### src/rtl/lcd_mem_arb_if.sv
// Memory-bus bundle between the Z80 path, the LCD fetch engine and the memory pins.
interface lcd_mem_arb_if;
  logic [21:0] cpu_ma;
  logic        cpu_mrq_n;
  logic        cpu_rd_n;
  logic        lcd_req;
  logic [21:0] lcd_addr;
  logic [7:0]  mem_di;
  logic [21:0] mem_a;
  logic        mem_oe_n;
  logic        mem_we_n;
  logic [7:0]  lcd_data;
  logic        lcd_dv;
  logic        cpu_hold;
  logic        lcd_own;

  // Requesters and memory model side.
  modport master (
    output cpu_ma, cpu_mrq_n, cpu_rd_n, lcd_req, lcd_addr, mem_di,
    input  mem_a, mem_oe_n, mem_we_n, lcd_data, lcd_dv, cpu_hold, lcd_own
  );

  // Arbiter side.
  modport slave (
    input  cpu_ma, cpu_mrq_n, cpu_rd_n, lcd_req, lcd_addr, mem_di,
    output mem_a, mem_oe_n, mem_we_n, lcd_data, lcd_dv, cpu_hold, lcd_own
  );
endinterface

### src/rtl/lcd_mem_arb.sv
// Memory bus arbiter: the Z80 owns the bus by default, LCD screen fetches are slotted into
// MREQ-idle gaps, and a starving LCD request stalls the Z80 clock to force one fetch through.
module lcd_mem_arb #(
  parameter int unsigned RD_CYC     = 2,
  parameter int unsigned STARVE_MAX = 48,
  parameter int unsigned CNT_W      = 6
) (
  input logic          mck,
  input logic          rin,
  lcd_mem_arb_if.slave bus
);

  typedef enum logic [1:0] {StIdle, StLcdRd, StHoldWait, StHoldRd} state_e;

  localparam logic [3:0]       PhaseLoad = 4'(RD_CYC - 1);
  localparam logic [CNT_W-1:0] StarveMax = CNT_W'(STARVE_MAX);

  state_e           state_q, state_d;
  logic [3:0]       phase_q, phase_d;
  logic [CNT_W-1:0] starve_q, starve_d;
  logic [21:0]      lcd_addr_q, lcd_addr_d;
  logic [7:0]       lcd_data_q, lcd_data_d;
  logic             lcd_dv_q, lcd_dv_d;
  logic             cpu_hold_q, cpu_hold_d;
  logic             lcd_own_q, lcd_own_d;

  // Next-state: arbitration FSM, read phase counter and starvation counter.
  always_comb begin
    state_d    = state_q;
    phase_d    = phase_q;
    starve_d   = starve_q;
    lcd_addr_d = lcd_addr_q;
    lcd_data_d = lcd_data_q;
    lcd_dv_d   = 1'b0;
    cpu_hold_d = cpu_hold_q;
    lcd_own_d  = lcd_own_q;

    unique case (state_q)
      StIdle: begin
        if (bus.lcd_req && (starve_q != StarveMax)) begin
          starve_d = starve_q + 1'b1;
        end
        // Gated by lcd_req so a cancelled forced fetch does not re-trigger the hold.
        if (bus.lcd_req && (starve_q == StarveMax)) begin
          state_d    = StHoldWait;
          cpu_hold_d = 1'b1;
        end else if (bus.lcd_req && bus.cpu_mrq_n) begin
          state_d    = StLcdRd;
          lcd_addr_d = bus.lcd_addr;
          lcd_own_d  = 1'b1;
          phase_d    = PhaseLoad;
        end
      end

      StLcdRd: begin
        if (!bus.cpu_mrq_n) begin
          // CPU wins; request stays pending and the counter keeps its value.
          state_d   = StIdle;
          lcd_own_d = 1'b0;
        end else if (phase_q == '0) begin
          lcd_data_d = bus.mem_di;
          lcd_dv_d   = bus.lcd_req;
          lcd_own_d  = 1'b0;
          starve_d   = '0;
          state_d    = StIdle;
        end else begin
          phase_d = phase_q - 1'b1;
        end
      end

      StHoldWait: begin
        if (!bus.lcd_req) begin
          state_d    = StIdle;
          cpu_hold_d = 1'b0;
        end else if (bus.cpu_mrq_n) begin
          state_d    = StHoldRd;
          lcd_addr_d = bus.lcd_addr;
          lcd_own_d  = 1'b1;
          phase_d    = PhaseLoad;
        end
      end

      StHoldRd: begin
        // Z80 clock is stopped here, so MREQ is not allowed to abort.
        if (phase_q == '0) begin
          lcd_data_d = bus.mem_di;
          lcd_dv_d   = bus.lcd_req;
          lcd_own_d  = 1'b0;
          cpu_hold_d = 1'b0;
          starve_d   = '0;
          state_d    = StIdle;
        end else begin
          phase_d = phase_q - 1'b1;
        end
      end

      default: state_d = StIdle;
    endcase
  end

  // State and registered outputs, synchronous active-high reset.
  always_ff @(posedge mck) begin
    if (rin) begin
      state_q    <= StIdle;
      phase_q    <= '0;
      starve_q   <= '0;
      lcd_addr_q <= '0;
      lcd_data_q <= 8'h00;
      lcd_dv_q   <= 1'b0;
      cpu_hold_q <= 1'b0;
      lcd_own_q  <= 1'b0;
    end else begin
      state_q    <= state_d;
      phase_q    <= phase_d;
      starve_q   <= starve_d;
      lcd_addr_q <= lcd_addr_d;
      lcd_data_q <= lcd_data_d;
      lcd_dv_q   <= lcd_dv_d;
      cpu_hold_q <= cpu_hold_d;
      lcd_own_q  <= lcd_own_d;
    end
  end

  // Bus mux: CPU strobes pass straight through unless the LCD owns the bus.
  always_comb begin
    if (lcd_own_q) begin
      bus.mem_a    = lcd_addr_q;
      bus.mem_oe_n = 1'b0;
      bus.mem_we_n = 1'b1;
    end else begin
      bus.mem_a    = bus.cpu_ma;
      bus.mem_oe_n = bus.cpu_mrq_n | bus.cpu_rd_n;
      bus.mem_we_n = bus.cpu_mrq_n | ~bus.cpu_rd_n;
    end
  end

  assign bus.lcd_data = lcd_data_q;
  assign bus.lcd_dv   = lcd_dv_q;
  assign bus.cpu_hold = cpu_hold_q;
  assign bus.lcd_own  = lcd_own_q;

endmodule

### src/flat_wrapper.sv
// flat-port wrapper written by rule: the top's interface ports become plain ports
module lcd_mem_arb_flat 
#(
  parameter int unsigned RD_CYC     = 2,
  parameter int unsigned STARVE_MAX = 48,
  parameter int unsigned CNT_W      = 6
)
  (mck, rin, bus_cpu_ma, bus_cpu_mrq_n, bus_cpu_rd_n, bus_lcd_req, bus_lcd_addr, bus_mem_di, bus_mem_a, bus_mem_oe_n, bus_mem_we_n, bus_lcd_data, bus_lcd_dv, bus_cpu_hold, bus_lcd_own);
  lcd_mem_arb_if bus_i ();
  input logic mck;
  input logic rin;
  input wire logic [$bits(bus_i.cpu_ma)-1:0] bus_cpu_ma;
  input wire logic [$bits(bus_i.cpu_mrq_n)-1:0] bus_cpu_mrq_n;
  input wire logic [$bits(bus_i.cpu_rd_n)-1:0] bus_cpu_rd_n;
  input wire logic [$bits(bus_i.lcd_req)-1:0] bus_lcd_req;
  input wire logic [$bits(bus_i.lcd_addr)-1:0] bus_lcd_addr;
  input wire logic [$bits(bus_i.mem_di)-1:0] bus_mem_di;
  output wire logic [$bits(bus_i.mem_a)-1:0] bus_mem_a;
  output wire logic [$bits(bus_i.mem_oe_n)-1:0] bus_mem_oe_n;
  output wire logic [$bits(bus_i.mem_we_n)-1:0] bus_mem_we_n;
  output wire logic [$bits(bus_i.lcd_data)-1:0] bus_lcd_data;
  output wire logic [$bits(bus_i.lcd_dv)-1:0] bus_lcd_dv;
  output wire logic [$bits(bus_i.cpu_hold)-1:0] bus_cpu_hold;
  output wire logic [$bits(bus_i.lcd_own)-1:0] bus_lcd_own;
  assign bus_i.cpu_ma = bus_cpu_ma;
  assign bus_i.cpu_mrq_n = bus_cpu_mrq_n;
  assign bus_i.cpu_rd_n = bus_cpu_rd_n;
  assign bus_i.lcd_req = bus_lcd_req;
  assign bus_i.lcd_addr = bus_lcd_addr;
  assign bus_i.mem_di = bus_mem_di;
  assign bus_mem_a = bus_i.mem_a;
  assign bus_mem_oe_n = bus_i.mem_oe_n;
  assign bus_mem_we_n = bus_i.mem_we_n;
  assign bus_lcd_data = bus_i.lcd_data;
  assign bus_lcd_dv = bus_i.lcd_dv;
  assign bus_cpu_hold = bus_i.cpu_hold;
  assign bus_lcd_own = bus_i.lcd_own;
  lcd_mem_arb #(.RD_CYC(RD_CYC), .STARVE_MAX(STARVE_MAX), .CNT_W(CNT_W)) u_core (.mck(mck), .rin(rin), .bus(bus_i));
endmodule
### config.mk
export PLATFORM = sky130hd
export DESIGN_NAME = lcd_mem_arb_flat
export DESIGN_NICKNAME = d
export VERILOG_FILES = /design/src/rtl/lcd_mem_arb_if.sv /design/src/rtl/lcd_mem_arb.sv /design/src/flat_wrapper.sv
export SDC_FILE = /design/constraint.sdc
export NUM_CORES = 1
export LEC_CHECK = 0
export ABC_AREA = 1
export CORE_UTILIZATION = 45
export CTS_BUF_LIST = sky130_fd_sc_hd__clkbuf_8
export DETAILED_ROUTE_END_ITERATION = 6
export PLACE_DENSITY = 0.86
export SLEW_MARGIN = 40
export SYNTH_ARGS = -nofsm -noshare
export SYNTH_HDL_FRONTEND = slang
export SYNTH_SLANG_ARGS = --single-unit
### constraint.sdc
create_clock -name mck -period 1.67 [get_ports mck]
set_input_delay 0.2505 -clock mck [delete_from_list [all_inputs] [get_ports mck]]
set_output_delay 0.2505 -clock mck [all_outputs]
set_load 0.005 [all_outputs]
==> results of run 1 <==
[how the worst max path moves through the flow]
stage | endpoint | cells past startpoint | slack, ns
after detailed placement | u_core.phase_q[3] | 6 | -0.03
after global placement | bus_mem_we_n | 4 | 0.008
after floorplan | u_core.lcd_addr_q[10] | 10 | 0.23
after global routing | bus_mem_a[8] | 5 | 0.007
after CTS | bus_mem_a[13] | 5 | 0.02
final | bus_mem_a[8] | 5 | 0.07
[registers in the layout, summed over array words and instances, names as in the netlist]
register and cells:
u_core.bus.lcd_own 1, u_core.bus.lcd_data 8, u_core.starve_q 6, u_core.bus.cpu_hold 1, u_core.state_q 2, u_core.lcd_addr_q 22
u_core.bus.lcd_dv 1, u_core.phase_q 4
[cell usage in the layout, fill, tap and decap left out, types with 4 or more instances in the layout]
| cell | netlist | final |
|---|---|---|
| clkdlybuf4s15_1 | 0 | 4 |
| nand4_1 | 8 | 8 |
| buf_12 | 0 | 5 |
| nor2_1 | 74 | 73 |
| inv_1 | 38 | 38 |
| dfxtp_1 | 45 | 43 |
| buf_4 | 1 | 12 |
| o21ai_0 | 29 | 29 |
| ha_1 | 4 | 4 |
| clkbuf_8 | 0 | 5 |
| nand3_1 | 16 | 16 |
| dlygate4sd2_1 | 0 | 16 |
| a21oi_1 | 8 | 8 |
| nand2_1 | 99 | 99 |
| clkdlybuf4s50_1 | 0 | 66 |
[worst max-delay path: cells and delay by family (launching register included)]
kind                   cells  cell delay [ns]
flip-flops                 1             0.36
buffers and inverters      3             0.57
AO/OA/AOI/OAI              1             0.07
AND/OR/NAND/NOR            1             0.05
[layout make-up]
type                            count  area, um2  area share (%)
Inverter                           41      158.9           4.486
Sequential cell                    45      903.4           25.50
Timing Repair Buffer              109       1104           31.16
Clock buffer                        5      68.82           1.943
Clock inverter                      3      65.06           1.837
Multi-Input combinational cell    255       1159           32.71
Tap cell                           67      83.83           2.367
[power groups by stage]
stage	Sequential [W]	Clock [W]	Combinational, W
finish	0.00123	0.000960	0.000913
global route	0.00124	0.00103	0.00102
CTS	0.00123	0.000980	0.000913
detailed placement	0.00125	0	0.000929
global placement	0.00125	0	0.000904
floorplan	0.00124	0	0.000482
[metrics by stage]
| stage | hold WS [ns] | setup WS [ns] | setup TNS [ns] | cell area (um2) |
|---|---|---|---|---|
| after global placement | 0.4525 | 0.008077 | 0 | 3396 |
| after CTS | 0.4725 | 0.01518 | 0 | 3540 |
| final | 0.4634 | 0.07483 | 0 | 3542 |
| after detailed placement | 0.4540 | -0.02699 | -0.07127 | 3396 |
| after floorplan | 0.3854 | 0.2307 | 0 | 2298 |
| after global routing | 0.4956 | 0.006654 | 0 | 3542 |
[per-layer routing]
layer	wire (um)	GRT usage, %	share of wire [%]	vias to the layer above
met5	0	0	0	-
met4	145	11.11	2.4	0
met3	385	6.310	6.4	13
met2	2890	39.65	48	82
met1	2618	27.31	43	1071
li1	-	-	-	1300
[cell families after synthesis]
family / after synthesis
simple gates: 207
buf+inv: 55
flops: 45
compound gates: 41
fa+ha+maj: 4
xor+xnor: 3
[repair_timing]
| item | in CTS | in global routing |
|---|---|---|
| endpoints found under the hold margin | 0 | 0 |
| gates resized for setup | 26 | 14 |
| setup endpoints to repair | 23 | 32 |
| gates cloned | 1 | 0 |
==> results.toml, run 1 <==
[run_status]
status = "finished clean"

[clock_network]
cts_tree = "built"
numClockSinks = 45
cts_buffers = 5
clkTransAtPathRegs_ns = 0.08
hold_buffers = 0
clk_latency_ns = 0.29
clock_path_buffers = 2
cts-root-buf = "clkbuf_8"
post_cts.repair.setup_buffers = 0
cts.htree.levels = 2

[hold_path]
whs_path_depth = 2
hp-start = "u_core.bus.cpu_hold"
hold_path_class = "register to register"
min_delay_worst_endpoint = "u_core.bus.cpu_hold"

[pwr]
power_frac_seq_pct = 39.6
power_switching_w = 0.0008582
p_int_w = 0.002244
swShare_pct = 27.66
leakagePower_nw = 1.684
powerDensity_mw_per_mm2 = 875.8
max-vdd-ir-drop_mv = 0.4835
p_clk_share_pct = 31.0
power.total_w = 0.003102
pwr-share-comb_pct = 29.4

[setup_path]
crit_path_cell_trace = "clkinv_4, bufbuf_16, nand2_1, o21ai_0, clkdlybuf4s15_1"
slowest_stage = "dfxtp_2"
worstPathArrival_ns = 1.34
path_class = "register to output pin"
cp-end-kind = "output pin"
rr_worst_depth = 9
timing.rr.start = "u_core.starve_q[0]"
crit_required_ns = 1.42
r2r_setup_slack_ns = 0.17
max_stage_delay_ns = 0.36
path_max_fanout = 11
timing.rr.end = "u_core.phase_q[0]"
startpoint = "u_core.bus.lcd_own"
startpoint_type = "register"

[layout]
antennaDiodeCount = 0
drive_above_1_share_pct = 9.389
fillCellCount = 397
utilization_pct = 73.53
syn_to_final_growth_pct = 54.11
instances_no_fill = 525
fin_nets = 518

[floorplanning]
initial_core_util_pct = 47.71
core_area_mm2 = 0.004817
dieArea_mm2 = 0.005398
die_y_um = 73.47
io_pins = 92
num_rows = 25
dieWidth_um = 73.47

[logic_synthesis]
synth_seq_area_share_pct = 39.19
ys_warn_count = 0
ys_types = 29
syn_area_mm2 = 0.002298
syn_inst = 355
ys_ff_latch = 45
synth-edff-count = 0
synth_top_family_by_area = "simple AND/OR/NAND/NOR gates"
ys_async_sr_fraction_pct = 0
synth.top_cell.area_share_pct = 39.19
synth-compound-area-share_pct = 9.309
synth_area_leader_cell = "dfxtp_1"
yosysMostFrequentCell = "nand2_1"
synthMuxAreaShare_pct = 0
synthTopCellsByCount = "nand2_1 (99), nor2_1 (74), dfxtp_1 (45), inv_1 (38), o21ai_0 (29)"
syn_avg_cell_area_um2 = 6.475
syn-num-nets = 416
synth_xor_xnor_area_share_pct = 1.143
synth-simple-area-share_pct = 37.67
ys.flop_type = "dfxtp_1"
synthAdderAreaFrac_pct = 2.177
synthTopCellsByArea = "dfxtp_1 (39%), nand2_1 (16%), nor2_1 (12%), o21ai_0 (6.3%), inv_1 (6.2%)"

[sta]
timing.final.crit_share_pct = 95.52
tightestPinTransition_ns = 0.2865
fin_crit_ns = 1.595
fmax_mhz = 626.9
relSlewSlack_pct = 80.83
finalClockSkew_ns = 0.004756
slew_viol_final = 0
setup_viol = 0
finalHoldViolCount = 0
rsz0062_at_grt = "false"

[grt]
grt_max_degree = 28
grt.overflow.total = 0
antenna_found_initial = 0
first_global_vias = 2234
grt_first_pass_wirelength_um = 9646
grt_usage_pct = 23.41

[job]
maxCapViolCount = 0

[placed_design]
place_congestion = 0.9352
post-place-cells = 516
dp.final_hpwl_um = 4326
io_buffers = 91

[routing]
totalWireLength_um = 6039
drt-pass1-iter-count = 4
wl_per_cell_um = 11.50
drc = 0
vias_per_cell = 4.697
postRouteAntennaNets = 0
dr_total_vias = 2466
drt_iter0_drc = 165
No activity file was read; power rests on OpenSTA's default activity.
==> run 2, diff against run 1 <==
--- a/config.mk
+++ b/config.mk
@@ -5,11 +5,10 @@
 export SDC_FILE = /design/constraint.sdc
 export NUM_CORES = 1
 export LEC_CHECK = 0
-export ABC_AREA = 1
-export CORE_UTILIZATION = 45
+export CORE_UTILIZATION = 35
 export CTS_BUF_LIST = sky130_fd_sc_hd__clkbuf_8
 export DETAILED_ROUTE_END_ITERATION = 6
-export PLACE_DENSITY = 0.86
+export PLACE_DENSITY = 0.71
 export SLEW_MARGIN = 40
 export SYNTH_ARGS = -nofsm -noshare
 export SYNTH_HDL_FRONTEND = slang
==> run 2 against run 1 <==
  * Critical endpoint is now u_core.phase_q[2]
  * Maximum frequency decreased by 5.9%
  * First-iteration DRC count down 48%
  * Total power fell by 22%
  * Clock-buffer cell count unchanged
  * Highest routed layer unchanged
  * Sequential cell count unchanged
  * Clock skew up 0.0035 ns
  * Area after synthesis is 7.5% lower
  * Hold slack got worse by 0.0071 ns
  * Die area up 18%
  * The flow now finishes with violations (setup timing)
  * Worst setup slack worse by 0.10 ns
  * Clock power down 29%
  * Register-to-register slack lost 0.20 ns
==> results.toml, run 2 <==
[run_status]
status = "finished, violations left"
violations = "setup timing"

[logic_synthesis]
syn_inst = 248
syn-num-nets = 309
ys_ff_latch = 45
synthTopCellsByArea = "dfxtp_1 (42%), mux2_2 (12%), nand2_1 (8.8%), a21oi_1 (7.1%), mux2i_1 (3.8%)"
ys_warn_count = 0
synthTopCellsByCount = "nand2_1 (50), dfxtp_1 (45), a21oi_1 (30), mux2_2 (22), nor2_1 (18)"
syn_area_mm2 = 0.002127
synth.top_cell.area_share_pct = 42.35
ys_types = 37
synth-edff-count = 0
ys_async_sr_fraction_pct = 0
yosysMostFrequentCell = "nand2_1"
ys.flop_type = "dfxtp_1"
synth_seq_area_share_pct = 42.35
synth_area_leader_cell = "dfxtp_1"
syn_avg_cell_area_um2 = 8.577

[sta]
tightestPinTransition_ns = 0.2992
slew_viol_final = 0
timing.final.crit_share_pct = 101.6
finalHoldViolCount = 0
finalClockSkew_ns = 0.008260
fin_crit_ns = 1.696
timing.hold.ws_ns = 0.4562
fmax_mhz = 589.6
setup_viol = 5
setup_ws_ns = -0.02607
rsz0062_at_grt = "true"
relSlewSlack_pct = 79.96

[clock_network]
clk_latency_ns = 0.30
clock_path_buffers = 2
cts_buffers = 5
cts-root-buf = "clkbuf_8"
cts_tree = "built"
numClockSinks = 45
clkTransAtPathRegs_ns = 0.09
cts.htree.levels = 2
hold_buffers = 0

[pwr]
max-vdd-ir-drop_mv = 0.4177
leakagePower_nw = 1.520
powerDensity_mw_per_mm2 = 664.1
power.total_w = 0.002414

[layout]
fin_nets = 441
top_register = "u_core.lcd_addr_q"
fillCellCount = 516
drive_above_1_share_pct = 29.92
final-seq-area_um2 = 908.4
antennaDiodeCount = 0
multiInputGateArea_mm2 = 0.001215
final_common_cell = "clkdlybuf4s50_1"
final_cell_mix = "clkdlybuf4s50_1 (65), nand2_1 (50), dfxtp_1 (41), buf_4 (36), a21oi_1 (29)"
syn_to_final_growth_pct = 70.88
largest_register_ffs = 22
design_area_mm2 = 0.003635

[hold_path]
min_delay_worst_endpoint = "u_core.lcd_addr_q[11]"
whs_path_depth = 2
hold_path_class = "register to register"
hp-start = "u_core.lcd_addr_q[11]"

[grt]
antenna_found_initial = 0
grt_first_pass_wirelength_um = 9522
grt_usage_pct = 19.11
first_global_vias = 2026
grt_max_degree = 23
grt.overflow.total = 0

[setup_path]
crit_required_ns = 1.90
timing.rr.end = "u_core.phase_q[2]"
startpoint_type = "register"
r2r_setup_slack_ns = -0.03
worstPathArrival_ns = 1.92
cp-end-kind = "register"
path_class = "register to register"
path_max_fanout = 4
timing.rr.start = "u_core.phase_q[1]"
rr_worst_depth = 6

[floorplanning]
io_pins = 92
dieArea_mm2 = 0.006393
core_area_mm2 = 0.005886
initial_core_util_pct = 36.14
dieWidth_um = 79.96
die_y_um = 79.96
num_rows = 28

[routing]
drt-pass1-iter-count = 4
totalWireLength_um = 6363
drt_iter0_drc = 85
wl_per_cell_um = 13.95
dr_total_vias = 2242
vias_per_cell = 4.917
drc = 0
postRouteAntennaNets = 0

[placed_design]
place_congestion = 0.8708
io_buffers = 91
dp.final_hpwl_um = 4313
place_area_mm2 = 0.003364

[job]
maxCapViolCount = 0
run 2: per-stage QoR:
stage                     setup TNS [ns]  utilization [%]  setup WS, ns  instances
after detailed placement          -1.311            57.16       -0.2502        432
after CTS                        -0.5222            60.71      -0.06578        457
after global placement           -0.7671            57.16       -0.2204        432
after floorplan                 -0.05406                -      -0.05406        248
final                           -0.09376            61.76      -0.02607        456
after global routing             -0.3041            61.76      -0.07422        456
run 2: worst max-delay path, cell delays in order (launching register included):
cell	delay [ns]
dfxtp_2	0.34
inv_2	0.05
ha_4	0.15
nor3b_4	0.15
o2111a_2	0.29
or4_4	0.49
a211oi_2	0.17
run 2: worst max-delay path by stage:
stage                        end  depth (start not counted)         startpoint  slack, ns
6_report       u_core.phase_q[2]                          6  u_core.phase_q[1]      -0.03
3_3_place_gp   u_core.phase_q[2]                          5      bus_cpu_mrq_n      -0.22
5_1_grt        u_core.phase_q[2]                          6  u_core.phase_q[1]      -0.07
3_5_place_dp   u_core.phase_q[2]                          5      bus_cpu_mrq_n      -0.25
2_1_floorplan  u_core.phase_q[2]                          6  u_core.phase_q[0]      -0.05
4_1_cts        u_core.phase_q[2]                          6  u_core.phase_q[1]      -0.07
run 2: power breakdown:
group	switching (W)	leakage [nW]	internal, W
Combinational	0.000217	1.12	0.000380
Sequential	0.0000248	0.368	0.00111
Clock	0.000388	0.0364	0.000294
run 2: area by class of cell:
| type | instances | share of cell area (%) |
|---|---|---|
| timing repair buffer | 139 | 35.56 |
| multi-input combinational | 180 | 33.43 |
| sequential | 45 | 24.99 |
| tap | 75 | 2.582 |
| clock buffer | 5 | 1.893 |
| inverter | 9 | 0.9294 |
| clock inverter | 3 | 0.6196 |
run 2: cells by family after synthesis:
logic type / synth area share (%)
flops: 42.35
simple gates: 19.53
mux: 15.41
fa+ha+maj: 2.353
buf+inv: 4.353
compound gates: 16.00
run 2: layer usage:
metal / share of wire [%] / track usage (%)
met1: 43 / 23.00
met2: 49 / 34.02
met3: 7.2 / 4.800
met4: 0.49 / 4.107
met5: 0 / 0
run 2: timing repair:
action	CTS	global route
gates cloned	2	0
pin swaps	5	4
resized for setup	83	30
setup buffers	15	1
setup endpoints to repair	26	27
==> run 3, diff against run 2 <==
--- a/config.mk
+++ b/config.mk
@@ -6,7 +6,7 @@
 export NUM_CORES = 1
 export LEC_CHECK = 0
 export CORE_UTILIZATION = 35
-export CTS_BUF_LIST = sky130_fd_sc_hd__clkbuf_8
+export CTS_BUF_LIST = sky130_fd_sc_hd__clkbuf_16
 export DETAILED_ROUTE_END_ITERATION = 6
 export PLACE_DENSITY = 0.71
 export SLEW_MARGIN = 40
==> run 3 against run 2 <==
  * The run still ends with setup timing left
  * Sequential cell count did not move
  * Non-clock buffer count fell by 7
  * Clock-buffer cell count did not move
  * Sequential share of layout area rose by 0.27 points
  * Critical endpoint unchanged
==> results.toml, run 3 (synthesis gave the netlist of run 2 again) <==
[setup_path]
path_class = "register to register"
timing.rr.end = "u_core.phase_q[2]"
timing.rr.start = "u_core.phase_q[1]"
r2r_setup_slack_ns = -0.03
worstPathArrival_ns = 1.91
rr_worst_depth = 6
cp-end-kind = "register"
crit_required_ns = 1.88
startpoint_type = "register"
path_max_fanout = 4

[placed_design]
place_congestion = 0.8708
dp.final_hpwl_um = 4313
place_area_mm2 = 0.003364
io_buffers = 91

[routing]
wl_per_cell_um = 13.67
postRouteAntennaNets = 0
drt_iter0_drc = 101
totalWireLength_um = 6136
dr_total_vias = 2202
drc = 0
vias_per_cell = 4.904
drt-pass1-iter-count = 4

[floorplanning]
io_pins = 92
dieWidth_um = 79.96
initial_core_util_pct = 36.14
num_rows = 28
dieArea_mm2 = 0.006393
die_y_um = 79.96
core_area_mm2 = 0.005886

[layout]
largest_register_ffs = 22
antennaDiodeCount = 0
design_area_mm2 = 0.003596
final_common_cell = "clkdlybuf4s50_1"
top_register = "u_core.lcd_addr_q"
final_cell_mix = "clkdlybuf4s50_1 (66), nand2_1 (50), dfxtp_1 (41), buf_4 (35), a21oi_1 (29)"
syn_to_final_growth_pct = 69.06
drive_above_1_share_pct = 25.94
fin_nets = 434

[run_status]
violations = "setup timing"
status = "finished, violations left"

[sta]
setup_ws_ns = -0.02929
relSlewSlack_pct = 78.31
fin_crit_ns = 1.699
finalClockSkew_ns = 0.006358
slew_viol_final = 0
rsz0062_at_grt = "true"
finalHoldViolCount = 0
timing.final.crit_share_pct = 101.8
setup_viol = 2
timing.hold.ws_ns = 0.4529
tightestPinTransition_ns = 0.3248
fmax_mhz = 588.5

[pwr]
pwr-share-comb_pct = 20.7
p_clk_share_pct = 36.7
leakagePower_nw = 1.510
max-vdd-ir-drop_mv = 0.5789
p_int_w = 0.002014
power.total_w = 0.002664
powerDensity_mw_per_mm2 = 740.8
swShare_pct = 24.40
power_switching_w = 0.0006500
power_frac_seq_pct = 42.6

[clock_network]
cts-root-buf = "clkbuf_16"
cts_tree = "built"
hold_buffers = 0
clock_path_buffers = 2
cts_buffers = 5
numClockSinks = 45
clkTransAtPathRegs_ns = 0.07
cts.htree.levels = 2
clk_latency_ns = 0.29

[hold_path]
min_delay_worst_endpoint = "u_core.lcd_addr_q[11]"
hp-start = "u_core.lcd_addr_q[11]"
whs_path_depth = 2
hold_path_class = "register to register"

[grt]
grt_usage_pct = 19.05
grt_first_pass_wirelength_um = 9397
first_global_vias = 2016
antenna_found_initial = 0
grt.overflow.total = 0
grt_max_degree = 23

[job]
maxCapViolCount = 0
==> run 3: cell count changes in the layout (fill, tap and decap cells not counted), moves of 5 or more <==
cell,previous run,this run
buf_6,14,5
dlygate4sd2_1,3,12
buf_2,8,1
mux2_2,16,22
mux2_4,6,0
clkbuf_16,0,5
clkbuf_8,5,0
==> run 3: power groups by stage <==
stage / clock, W / combinational, W / sequential, W
after CTS: 0.00100 / 0.000541 / 0.00113
final: 0.000979 / 0.000551 / 0.00113
after global routing: 0.00106 / 0.000597 / 0.00114
after global placement: 0 / 0.000534 / 0.00116
after detailed placement: 0 / 0.000544 / 0.00116
after floorplan: 0 / 0.000209 / 0.00115
==> run 3: worst max-delay path by stage <==
stage | start | to | slack (ns)
floorplan | u_core.phase_q[0] | u_core.phase_q[2] | -0.05
global placement | bus_cpu_mrq_n | u_core.phase_q[2] | -0.22
detailed placement | bus_cpu_mrq_n | u_core.phase_q[2] | -0.25
CTS | u_core.bus.lcd_own | bus_mem_a[6] | -0.15
global route | u_core.phase_q[1] | u_core.phase_q[2] | -0.07
finish | u_core.phase_q[1] | u_core.phase_q[2] | -0.03
==> run 3: metal layers <==
| metal | GRT usage [%] | vias to the layer above | wire, um |
|---|---|---|---|
| li1 | - | 1118 | - |
| met1 | 23.03 | 1003 | 2764 |
| met2 | 32.31 | 77 | 2882 |
| met3 | 5.371 | 4 | 450 |
| met4 | 6.250 | 0 | 39 |
| met5 | 0 | - | 0 |
==> run 3: cell type report <==
type | instances | area, um2
Clock buffer | 5 | 125.1
Clock inverter | 3 | 22.52
Fill cell | 533 | 2290
Inverter | 9 | 33.78
Multi-Input combinational cell | 180 | 1182
Sequential cell | 45 | 908.4
Tap cell | 75 | 93.84
Timing Repair Buffer | 132 | 1230
==> run 3: repair_timing <==
item	in CTS	in global routing
gates resized for setup	42	23
pin swaps	4	4
endpoints found under the setup margin	26	28
setup buffers	6	3
cloned	1	0
==> run 3: through the flow <==
stage	cells	utilization (%)	setup TNS [ns]	worst slack [ns]
after global routing	449	61.10	-0.2681	-0.07317
after CTS	447	60.57	-0.6716	-0.1524
after floorplan	248	-	-0.05406	-0.05406
after global placement	432	57.16	-0.7671	-0.2204
after detailed placement	432	57.16	-1.311	-0.2502
final	449	61.10	-0.03391	-0.02929
==> run 3: worst max-delay path, cell delays in order, from the launching register on <==
cell      delay, ns
dfxtp_2        0.33
inv_2          0.05
ha_4           0.15
nor3b_4        0.15
o2111a_2       0.29
or4_4          0.49
a211oi_2       0.17
